--- config.mk ---
export PLATFORM = sky130hd
export DESIGN_NAME = cpu_cu
export DESIGN_NICKNAME = d
export VERILOG_FILES = /design/src/rtl/cpu_cu_pkg.sv /design/src/rtl/cpu_dec.sv /design/src/rtl/cpu_cu.sv
export SDC_FILE = /design/constraint.sdc
export NUM_CORES = 1
export LEC_CHECK = 0
export CORE_UTILIZATION = 52
export DETAILED_ROUTE_END_ITERATION = 10
export PLACE_DENSITY = 0.9
export SLEW_MARGIN = 15
export SYNTH_ARGS = -nofsm -noshare
export SYNTH_HDL_FRONTEND = slang
export SYNTH_SLANG_ARGS = --single-unit
--- constraint.sdc ---
create_clock -name clk -period 4.6 [get_ports clk]
set_input_delay 0.46 -clock clk [delete_from_list [all_inputs] [get_ports clk]]
set_output_delay 0.46 -clock clk [all_outputs]
set_load 0.1 [all_outputs]
--- src/rtl/cpu_cu_pkg.sv ---
// Shared definitions for the cpu_cu control unit: FSM state encoding,
// instruction class and control sub-opcode codes, control-word bit positions.
package cpu_cu_pkg;

    localparam int unsigned PC_W   = 9;
    localparam int unsigned OP_W   = 7;
    localparam int unsigned OPS_W  = 9;
    localparam int unsigned CW_W   = 13;
    localparam int unsigned PSW_W  = 4;
    localparam int unsigned FLAG_W = 3;

    typedef enum logic [1:0] {
        ST_FETCH0 = 2'd0,
        ST_FETCH1 = 2'd1,
        ST_EXEC   = 2'd2,
        ST_HALT   = 2'd3
    } state_e;

    // Instruction class, op[6:5]
    localparam logic [1:0] CLS_ALU_REG = 2'b00;
    localparam logic [1:0] CLS_ALU_IMM = 2'b01;
    localparam logic [1:0] CLS_MEM     = 2'b10;
    localparam logic [1:0] CLS_CTRL    = 2'b11;

    // Control-class sub-opcodes, op[4:0]; unlisted codes are NOP
    localparam logic [4:0] SUB_JMP  = 5'h00;
    localparam logic [4:0] SUB_BZ   = 5'h01;
    localparam logic [4:0] SUB_BNZ  = 5'h02;
    localparam logic [4:0] SUB_BN   = 5'h03;
    localparam logic [4:0] SUB_BC   = 5'h04;
    localparam logic [4:0] SUB_HALT = 5'h1f;

    // Control-word bit positions
    localparam int unsigned CW_MW    = 0;
    localparam int unsigned CW_MM    = 1;
    localparam int unsigned CW_RW    = 2;
    localparam int unsigned CW_MD    = 3;
    localparam int unsigned CW_FS_LO = 4;
    localparam int unsigned CW_FS_HI = 8;
    localparam int unsigned CW_MB    = 9;
    localparam int unsigned CW_RA_LO = 10;
    localparam int unsigned CW_RA_HI = 12;

    // psw flag positions
    localparam int unsigned PSW_Z = 0;
    localparam int unsigned PSW_N = 1;
    localparam int unsigned PSW_C = 2;
    localparam int unsigned PSW_V = 3;

    // Fetch cycles only route pc to memory
    localparam logic [CW_W-1:0] CW_FETCH = CW_W'(1) << CW_MM;

endpackage

--- src/rtl/cpu_dec.sv ---
// cpu_dec: combinational decode of the 7-bit opcode into the EXEC control word
// plus branch-taken and halt indications.
//   op     in  opcode of the current instruction
//   flags  in  {C, N, Z} from the datapath, sampled during EXEC
//   cw_c   out EXEC-cycle control word
//   take_c out jump/branch taken
//   halt_c out instruction is HALT
module cpu_dec
    import cpu_cu_pkg::*;
(
    input  logic [OP_W-1:0]   op,
    input  logic [FLAG_W-1:0] flags,
    output logic [CW_W-1:0]   cw_c,
    output logic              take_c,
    output logic              halt_c
);

    logic [1:0] cls;
    logic [4:0] sub;

    assign cls = op[6:5];
    assign sub = op[4:0];

    // Class decode; register-address bits and mm stay 0 in EXEC
    always_comb begin
        cw_c   = '0;
        take_c = 1'b0;
        halt_c = 1'b0;
        case (cls)
            CLS_ALU_REG: begin
                cw_c[CW_FS_HI:CW_FS_LO] = sub;
                cw_c[CW_RW]             = 1'b1;
            end
            CLS_ALU_IMM: begin
                cw_c[CW_FS_HI:CW_FS_LO] = sub;
                cw_c[CW_RW]             = 1'b1;
                cw_c[CW_MB]             = 1'b1;
            end
            CLS_MEM: begin
                if (sub[0]) begin
                    cw_c[CW_MW] = 1'b1;
                end else begin
                    cw_c[CW_MD] = 1'b1;
                    cw_c[CW_RW] = 1'b1;
                end
            end
            CLS_CTRL: begin
                case (sub)
                    SUB_JMP:  take_c = 1'b1;
                    SUB_BZ:   take_c = flags[PSW_Z];
                    SUB_BNZ:  take_c = ~flags[PSW_Z];
                    SUB_BN:   take_c = flags[PSW_N];
                    SUB_BC:   take_c = flags[PSW_C];
                    SUB_HALT: halt_c = 1'b1;
                    default:  ;
                endcase
            end
            default: ;
        endcase
    end

endmodule

--- src/rtl/cpu_cu.sv ---
// cpu_cu: three-cycle fetch/fetch/execute control unit with HALT.
//   clk, rst  clock and synchronous active-high reset
//   din       memory read data at pc_out (combinational read)
//   psw       datapath flags {V, C, N, Z}
//   cw        registered control word for the current cycle
//   ir_ops    operand field of the most recently fetched instruction
//   pc_out    program counter
//   halted    high while in HALT
module cpu_cu
    import cpu_cu_pkg::*;
#(
    parameter int unsigned bw = 8
) (
    input  logic               clk,
    input  logic               rst,
    input  logic [bw-1:0]      din,
    input  logic [PSW_W-1:0]   psw,
    output logic [CW_W-1:0]    cw,
    output logic [OPS_W-1:0]   ir_ops,
    output logic [PC_W-1:0]    pc_out,
    output logic               halted
);

    state_e             state_q, state_d;
    logic [PC_W-1:0]    pc_q, pc_d;
    logic [OP_W-1:0]    op_q, op_d;
    logic [OPS_W-1:0]   ops_q, ops_d;
    logic [CW_W-1:0]    cw_q, cw_d;
    logic               halted_q, halted_d;

    logic [CW_W-1:0]    dec_cw_c;
    logic               dec_take_c;
    logic               dec_halt_c;

    // Overflow flag is not used by any branch
    logic               unused_psw_v;
    assign unused_psw_v = psw[PSW_V];

    cpu_dec u_dec (
        .op     (op_q),
        .flags  (psw[FLAG_W-1:0]),
        .cw_c   (dec_cw_c),
        .take_c (dec_take_c),
        .halt_c (dec_halt_c)
    );

    // Next state; cw/halted are computed for the state being entered
    always_comb begin
        state_d  = state_q;
        pc_d     = pc_q;
        op_d     = op_q;
        ops_d    = ops_q;
        cw_d     = '0;
        halted_d = 1'b0;
        case (state_q)
            ST_FETCH0: begin
                op_d     = din[7:1];
                ops_d[8] = din[0];
                pc_d     = pc_q + PC_W'(1);
                cw_d     = CW_FETCH;
                state_d  = ST_FETCH1;
            end
            ST_FETCH1: begin
                // op_q is already valid here, so EXEC's cw can be registered
                ops_d[7:0] = din[7:0];
                pc_d       = pc_q + PC_W'(1);
                cw_d       = dec_cw_c;
                state_d    = ST_EXEC;
            end
            ST_EXEC: begin
                if (dec_take_c) begin
                    pc_d = ops_q;
                end
                if (dec_halt_c) begin
                    halted_d = 1'b1;
                    state_d  = ST_HALT;
                end else begin
                    cw_d    = CW_FETCH;
                    state_d = ST_FETCH0;
                end
            end
            ST_HALT: begin
                halted_d = 1'b1;
            end
            default: begin
                cw_d    = CW_FETCH;
                state_d = ST_FETCH0;
            end
        endcase
    end

    // State and output registers; reset wins over every transition
    always_ff @(posedge clk) begin
        if (rst) begin
            state_q  <= ST_FETCH0;
            pc_q     <= '0;
            op_q     <= '0;
            ops_q    <= '0;
            cw_q     <= CW_FETCH;
            halted_q <= 1'b0;
        end else begin
            state_q  <= state_d;
            pc_q     <= pc_d;
            op_q     <= op_d;
            ops_q    <= ops_d;
            cw_q     <= cw_d;
            halted_q <= halted_d;
        end
    end

    assign cw     = cw_q;
    assign ir_ops = ops_q;
    assign pc_out = pc_q;
    assign halted = halted_q;

endmodule

==> results of run 1 <==
cells in the mapped netlist, drive strengths merged, types with 2 or more instances:
| master | n | area (um2) |
|---|---|---|
| dfxtp | 38 | 761 |
| nor2 | 26 | 100 |
| mux2i | 18 | 184 |
| nand2 | 9 | 36.3 |
| and2 | 7 | 45.1 |
| nand3 | 7 | 35.0 |
| buf | 6 | 53.8 |
| ha | 6 | 75.1 |
| a21oi | 5 | 28.8 |
| inv | 5 | 18.8 |
| o21ai | 5 | 28.8 |
| clkbuf | 4 | 35.0 |
| nor3 | 4 | 20.0 |
| o31ai | 4 | 43.8 |
| a31oi | 3 | 18.8 |
| o211ai | 3 | 22.5 |
| o32ai | 3 | 33.8 |
| a211oi | 2 | 15.0 |
| and3 | 2 | 12.5 |
| nand4 | 2 | 12.5 |
| nor3b | 2 | 20.0 |
| o21a | 2 | 15.0 |
| o311ai | 2 | 17.5 |
| o41ai | 2 | 17.5 |
cell usage in the layout (no fill, tap or decap), drive strengths merged, types with 2 or more instances in the layout:
cell and instances:
a211oi 2, a21oi 5, a31oi 3, and2 7, and3 2, clkbuf 6, clkdlybuf4s50 41, conb 3
dfxtp 38, ha 6, inv 5, mux2i 18, nand2 9, nand3 7, nand4 2, nor2 26
nor3 4, nor3b 2, o211ai 3, o21a 2, o21ai 5, o311ai 2, o31ai 4, o32ai 3
o41ai 2
registers in the layout, summed over array words and instances, names as in the netlist:
register and cells:
pc_out 9, halted 1, ir_ops 9, op_q 7
cw 10, state_q 2
final timing paths:
check,endpoint,startpoint,slack (ns),cells after the start
worst max-delay path,pc_out[2],pc_out[2]$_SDFFE_PP0P_,2.10,1
worst min-delay path,pc_out[8]$_SDFFE_PP0P_,pc_out[8]$_SDFFE_PP0P_,0.51,2
worst max register to register,pc_out[4]$_SDFFE_PP0P_,state_q[0]$_SDFFE_PP0P_,2.36,6
worst min register to register,pc_out[8]$_SDFFE_PP0P_,pc_out[8]$_SDFFE_PP0P_,0.51,2
report_power, final:
group	leakage, nW	switching (W)	internal, W
sequential	0.311	0.0000286	0.000352
clock	0.0443	0.000104	0.000127
combinational	0.493	0.000192	0.0000777
total	0.849	0.000325	0.000556
cells by family after synthesis:
| family | Yosys count |
|---|---|
| AND/OR/NAND/NOR | 64 |
| adder cells (fa/ha/maj) | 6 |
| AO/OA/AOI/OAI | 39 |
| buffers and inverters | 15 |
| multiplexers | 18 |
| other | 1 |
| flip-flops | 38 |
per-layer routing:
layer,global-route usage,share of wire
met1,0.294,0.43
met2,0.405,0.51
met3,0.0597,0.049
met4,0.101,0.012
met5,0,0
through the flow:
step	instances	hold slack (ns)	setup WS [ns]	total power [W]
after global routing	265	0.545	2.05	0.000916
after detailed placement	258	0.498	2.07	0.000655
after floorplan	183	0.491	2.47	0.000599
after CTS	265	0.514	2.11	0.000885
after global placement	258	0.492	2.08	0.000650
final	265	0.513	2.10	0.000882
cell type report:
type	count	area share
sequential	38	0.338
multi-input combinational	130	0.411
inverter	5	0.00833
timing repair buffer	41	0.182
tap	44	0.0244
clock buffer	6	0.0228
clock inverter	1	0.0133
==> flow_metrics.env, run 1 <==
export IMPL_vias=1505
export IMPL_die_h_um=60.6
export IMPL_setup_viol=0
export IMPL_cts_sinks=38
export IMPL_gp_congestion=0.868
export IMPL_drt_wl_total_um=4000
export IMPL_synth_compound_area_share=0.188
export IMPL_fill_cells=251
export IMPL_slowest_stage="clkdlybuf4s50_1"
export IMPL_ctsHoldBuffers=0
export IMPL_drc=0
export IMPL_postCtsSetupRepairBufs=0
export IMPL_hold_viol_final=0
export IMPL_period_share=0.543
export IMPL_io_pins=46
export IMPL_grt_max_degree=29
export IMPL_wire_per_inst_um=15.1
export IMPL_multi_input_area_um2=927
export IMPL_synth_top_family_by_area="compound AO/OA/AOI/OAI gates"
export IMPL_grt_pass1_vias=1394
export IMPL_synthSimpleGateAreaFrac=0.180
export IMPL_synth_mux_area_frac=0.103
export IMPL_die_area_um2=3680
export IMPL_ctsResizeCount=0
export IMPL_io_buffer_count=41
export IMPL_synth_warnings=0
export IMPL_crit_fanout=7
export IMPL_finalClockSkew_ns=0.0118
export IMPL_leakage_nw=0.849
export IMPL_num_antenna_cells=0
export IMPL_finalInstanceArea_um2=2250
export IMPL_antenna_found_initial=0
export IMPL_cts_root_buffer="clkbuf_4"
export IMPL_cts_buffers=5
export IMPL_placed_cell_area_um2=2170
export IMPL_clk_latency_ns=0.35
export IMPL_track_usage=0.241
export IMPL_cp_end_kind="output pin"
export IMPL_netlist_instances=181
export IMPL_max_vdd_ir_drop_uv=321
export IMPL_via_per_inst=5.68
export IMPL_cts_tree="done"
export IMPL_rows=20
export IMPL_ys_flop_type="dfxtp_1"
export IMPL_synth_avg_cell_area_um2=9.88
export IMPL_critPathKind="register to output pin"
export IMPL_die_w_um=60.6
export IMPL_cp_cell_sequence="clkdlybuf4s50_1"
export IMPL_first_iter_violations=92
export IMPL_crit_buf_inv=1
export IMPL_rsz0062_at_grt="no"
export IMPL_cts_max_level=2
export IMPL_ff_latch_area_um2=761
export IMPL_cp_start_kind="register"
export IMPL_critPathRequiredTime_ns=4.14
export IMPL_overflow=0
export IMPL_grt_pass1_wl_um=6400
export IMPL_status="complete, no violations"
export IMPL_drv_cap=0
export IMPL_synth_edff_count=0
export IMPL_max_freq_ghz=0.400
export IMPL_slew_headroom=0.273
export IMPL_path_delay_family="buffers and inverters"
export IMPL_syn_area_um2=1790
export IMPL_fin_setup_tns_ns=0
export IMPL_powerDensity_nw_per_um2=391
export IMPL_path_clk_slew_ns=0.11
export IMPL_slew_viol_final=0
export IMPL_post_dp_hpwl_um=2820
export IMPL_tightest_slew_ns=1.09
export IMPL_synthAdderAreaFrac=0.0420
export IMPL_cts_buffer_depth=2
export IMPL_antenna_left=0
export IMPL_min_period_ns=2.50
export IMPL_start_util=0.567
export IMPL_drive_gt1_frac=0.0995
export IMPL_dr_pass1_iters=4
export IMPL_fin_util=0.715
export IMPL_max_stage_delay_ns=1.19
export IMPL_async_flop_share=0
export IMPL_core_um2=3150
export IMPL_hp_class="register to register"
export IMPL_finalNetCount=241
export IMPL_ys_seq_area_frac=0.425
export IMPL_synthToLayoutAreaGrowth_pct=26.0
export IMPL_netlist_cell_type_count=51
export IMPL_synth_seq_cells=38
export IMPL_synth_xor_area_share=0
export IMPL_worstPathArrival_ns=2.04
Note: power is estimated with default switching activity, not from simulation.
==> run 2, diff against run 1 <==
CORE_UTILIZATION = 48   (was 52)
PLACE_DENSITY = 0.85   (was 0.9)
clock period = 2.4 ns   (was 4.6 ns; I/O delays follow)
==> flow_metrics.env, run 2 (synthesized netlist as in run 1, its figures left out) <==
export IMPL_wire_per_inst_um=15.2
export IMPL_start_util=0.519
export IMPL_postCtsSetupRepairBufs=0
export IMPL_fill_cells=305
export IMPL_crit_buf_inv=2
export IMPL_dr_pass1_iters=4
export IMPL_slew_viol_final=0
export IMPL_rows=21
export IMPL_max_vdd_ir_drop_uv=431
export IMPL_hold_viol_final=0
export IMPL_powerDensity_nw_per_um2=798
export IMPL_finalNetCount=245
export IMPL_vias=1550
export IMPL_synthToLayoutAreaGrowth_pct=25.6
export IMPL_grt_max_degree=28
export IMPL_grt_pass1_vias=1413
export IMPL_largest_reg_flops=10
export IMPL_post_place_ws_ns=0.568
export IMPL_antenna_left=0
export IMPL_setup_viol=0
export IMPL_ctsResizeCount=0
export IMPL_io_buffer_count=41
export IMPL_antenna_found_initial=0
export IMPL_finalClockSkew_ns=0.00523
export IMPL_max_freq_ghz=0.535
export IMPL_die_w_um=63.0
export IMPL_worstPathArrival_ns=2.10
export IMPL_cp_start_kind="register"
export IMPL_cts_max_level=2
export IMPL_status="complete, no violations"
export IMPL_cp_cell_sequence="inv_1, ha_1, buf_4, o21ba_2, a21oi_2, mux2i_1"
export IMPL_cts_buffers=5
export IMPL_min_period_ns=1.87
export IMPL_path_delay_family="compound AO/OA/AOI/OAI gates"
export IMPL_first_iter_violations=78
export IMPL_drc=0
export IMPL_drt_wl_total_um=4130
export IMPL_final_cells=272
export IMPL_layout_commonest_cell="dfxtp_1"
export IMPL_cp_end_kind="register"
export IMPL_cts_tree="done"
export IMPL_cts_buffer_depth=2
export IMPL_overflow=0
export IMPL_track_usage=0.223
export IMPL_crit_fanout=9
export IMPL_num_antenna_cells=0
export IMPL_io_pins=46
export IMPL_dp_cells=264
export IMPL_fin_util=0.652
export IMPL_rsz0062_at_grt="no"
export IMPL_clk_latency_ns=0.30
export IMPL_cts_root_buffer="clkbuf_8"
export IMPL_period_share=0.779
export IMPL_path_clk_slew_ns=0.08
export IMPL_die_area_um2=3970
export IMPL_via_per_inst=5.70
export IMPL_grt_pass1_wl_um=6750
export IMPL_gp_congestion=0.895
export IMPL_drv_cap=0
export IMPL_cts_sinks=38
export IMPL_core_um2=3440
export IMPL_drive_gt1_frac=0.248
export IMPL_hp_class="register to register"
export IMPL_fin_setup_tns_ns=0
export IMPL_mostFrequentLayoutCells="dfxtp_1 (38), buf_4 (33), nor2_1 (25)"
export IMPL_slowest_stage="dfxtp_1"
export IMPL_max_stage_delay_ns=0.41
export IMPL_ctsHoldBuffers=0
export IMPL_post_dp_hpwl_um=2860
export IMPL_setup_slack_ns=0.531
export IMPL_leakage_nw=0.928
export IMPL_critPathKind="register to register"
export IMPL_die_h_um=63.0
export IMPL_critPathRequiredTime_ns=2.63
-- run 2: worst min-delay path, delay by kind of cell, from the launching register on --
kind | cells | cell delay, ns
AOI/OAI and AO/OA | 2 | 0.14
DFF | 1 | 0.33
-- run 2: worst paths after layout --
check        depth (start not counted)                     from                      to  slack (ns)
max                                  6  state_q[1]$_SDFFE_PP0P_  pc_out[6]$_SDFFE_PP0P_        0.53
min                                  2   pc_out[8]$_SDFFE_PP0P_  pc_out[8]$_SDFFE_PP0P_        0.52
max reg2reg                          6  state_q[1]$_SDFFE_PP0P_  pc_out[6]$_SDFFE_PP0P_        0.53
min reg2reg                          2   pc_out[8]$_SDFFE_PP0P_  pc_out[8]$_SDFFE_PP0P_        0.52
-- run 2: layout make-up --
| cell class | count | area [um2] | share of cell area |
|---|---|---|---|
| multi-input cells | 130 | 927 | 0.413 |
| flip-flops and latches | 38 | 761 | 0.339 |
| repair buffers | 45 | 368 | 0.164 |
| clock buffers | 5 | 68.8 | 0.0306 |
| well taps | 46 | 57.6 | 0.0256 |
| clock inverters | 3 | 45.0 | 0.0201 |
| inverters | 5 | 18.8 | 0.00836 |
-- run 2: through the flow --
stage / hold slack (ns) / instance area, um2 / power [W]
floorplan: 0.387 / 1800 / 0.00115
global placement: 0.497 / 2130 / 0.00124
detailed placement: 0.504 / 2130 / 0.00125
CTS: 0.517 / 2250 / 0.00179
global route: 0.538 / 2250 / 0.00186
finish: 0.522 / 2250 / 0.00179
-- run 2: where the power goes --
part	switching (W)	internal, W
combinational	0.000371	0.000144
sequential	0.0000555	0.000675
clock	0.000239	0.000309
total	0.000665	0.00113
-- run 2: layer usage --
layer / track usage / vias up / routed length (um) / share of wire
met3: 0.0493 / 14 / 317 / 0.077
met1: 0.270 / 729 / 1760 / 0.42
met4: 0.140 / 0 / 110 / 0.027
li1: - / 740 / - / -
met2: 0.353 / 67 / 1950 / 0.47
met5: 0 / - / 0 / 0
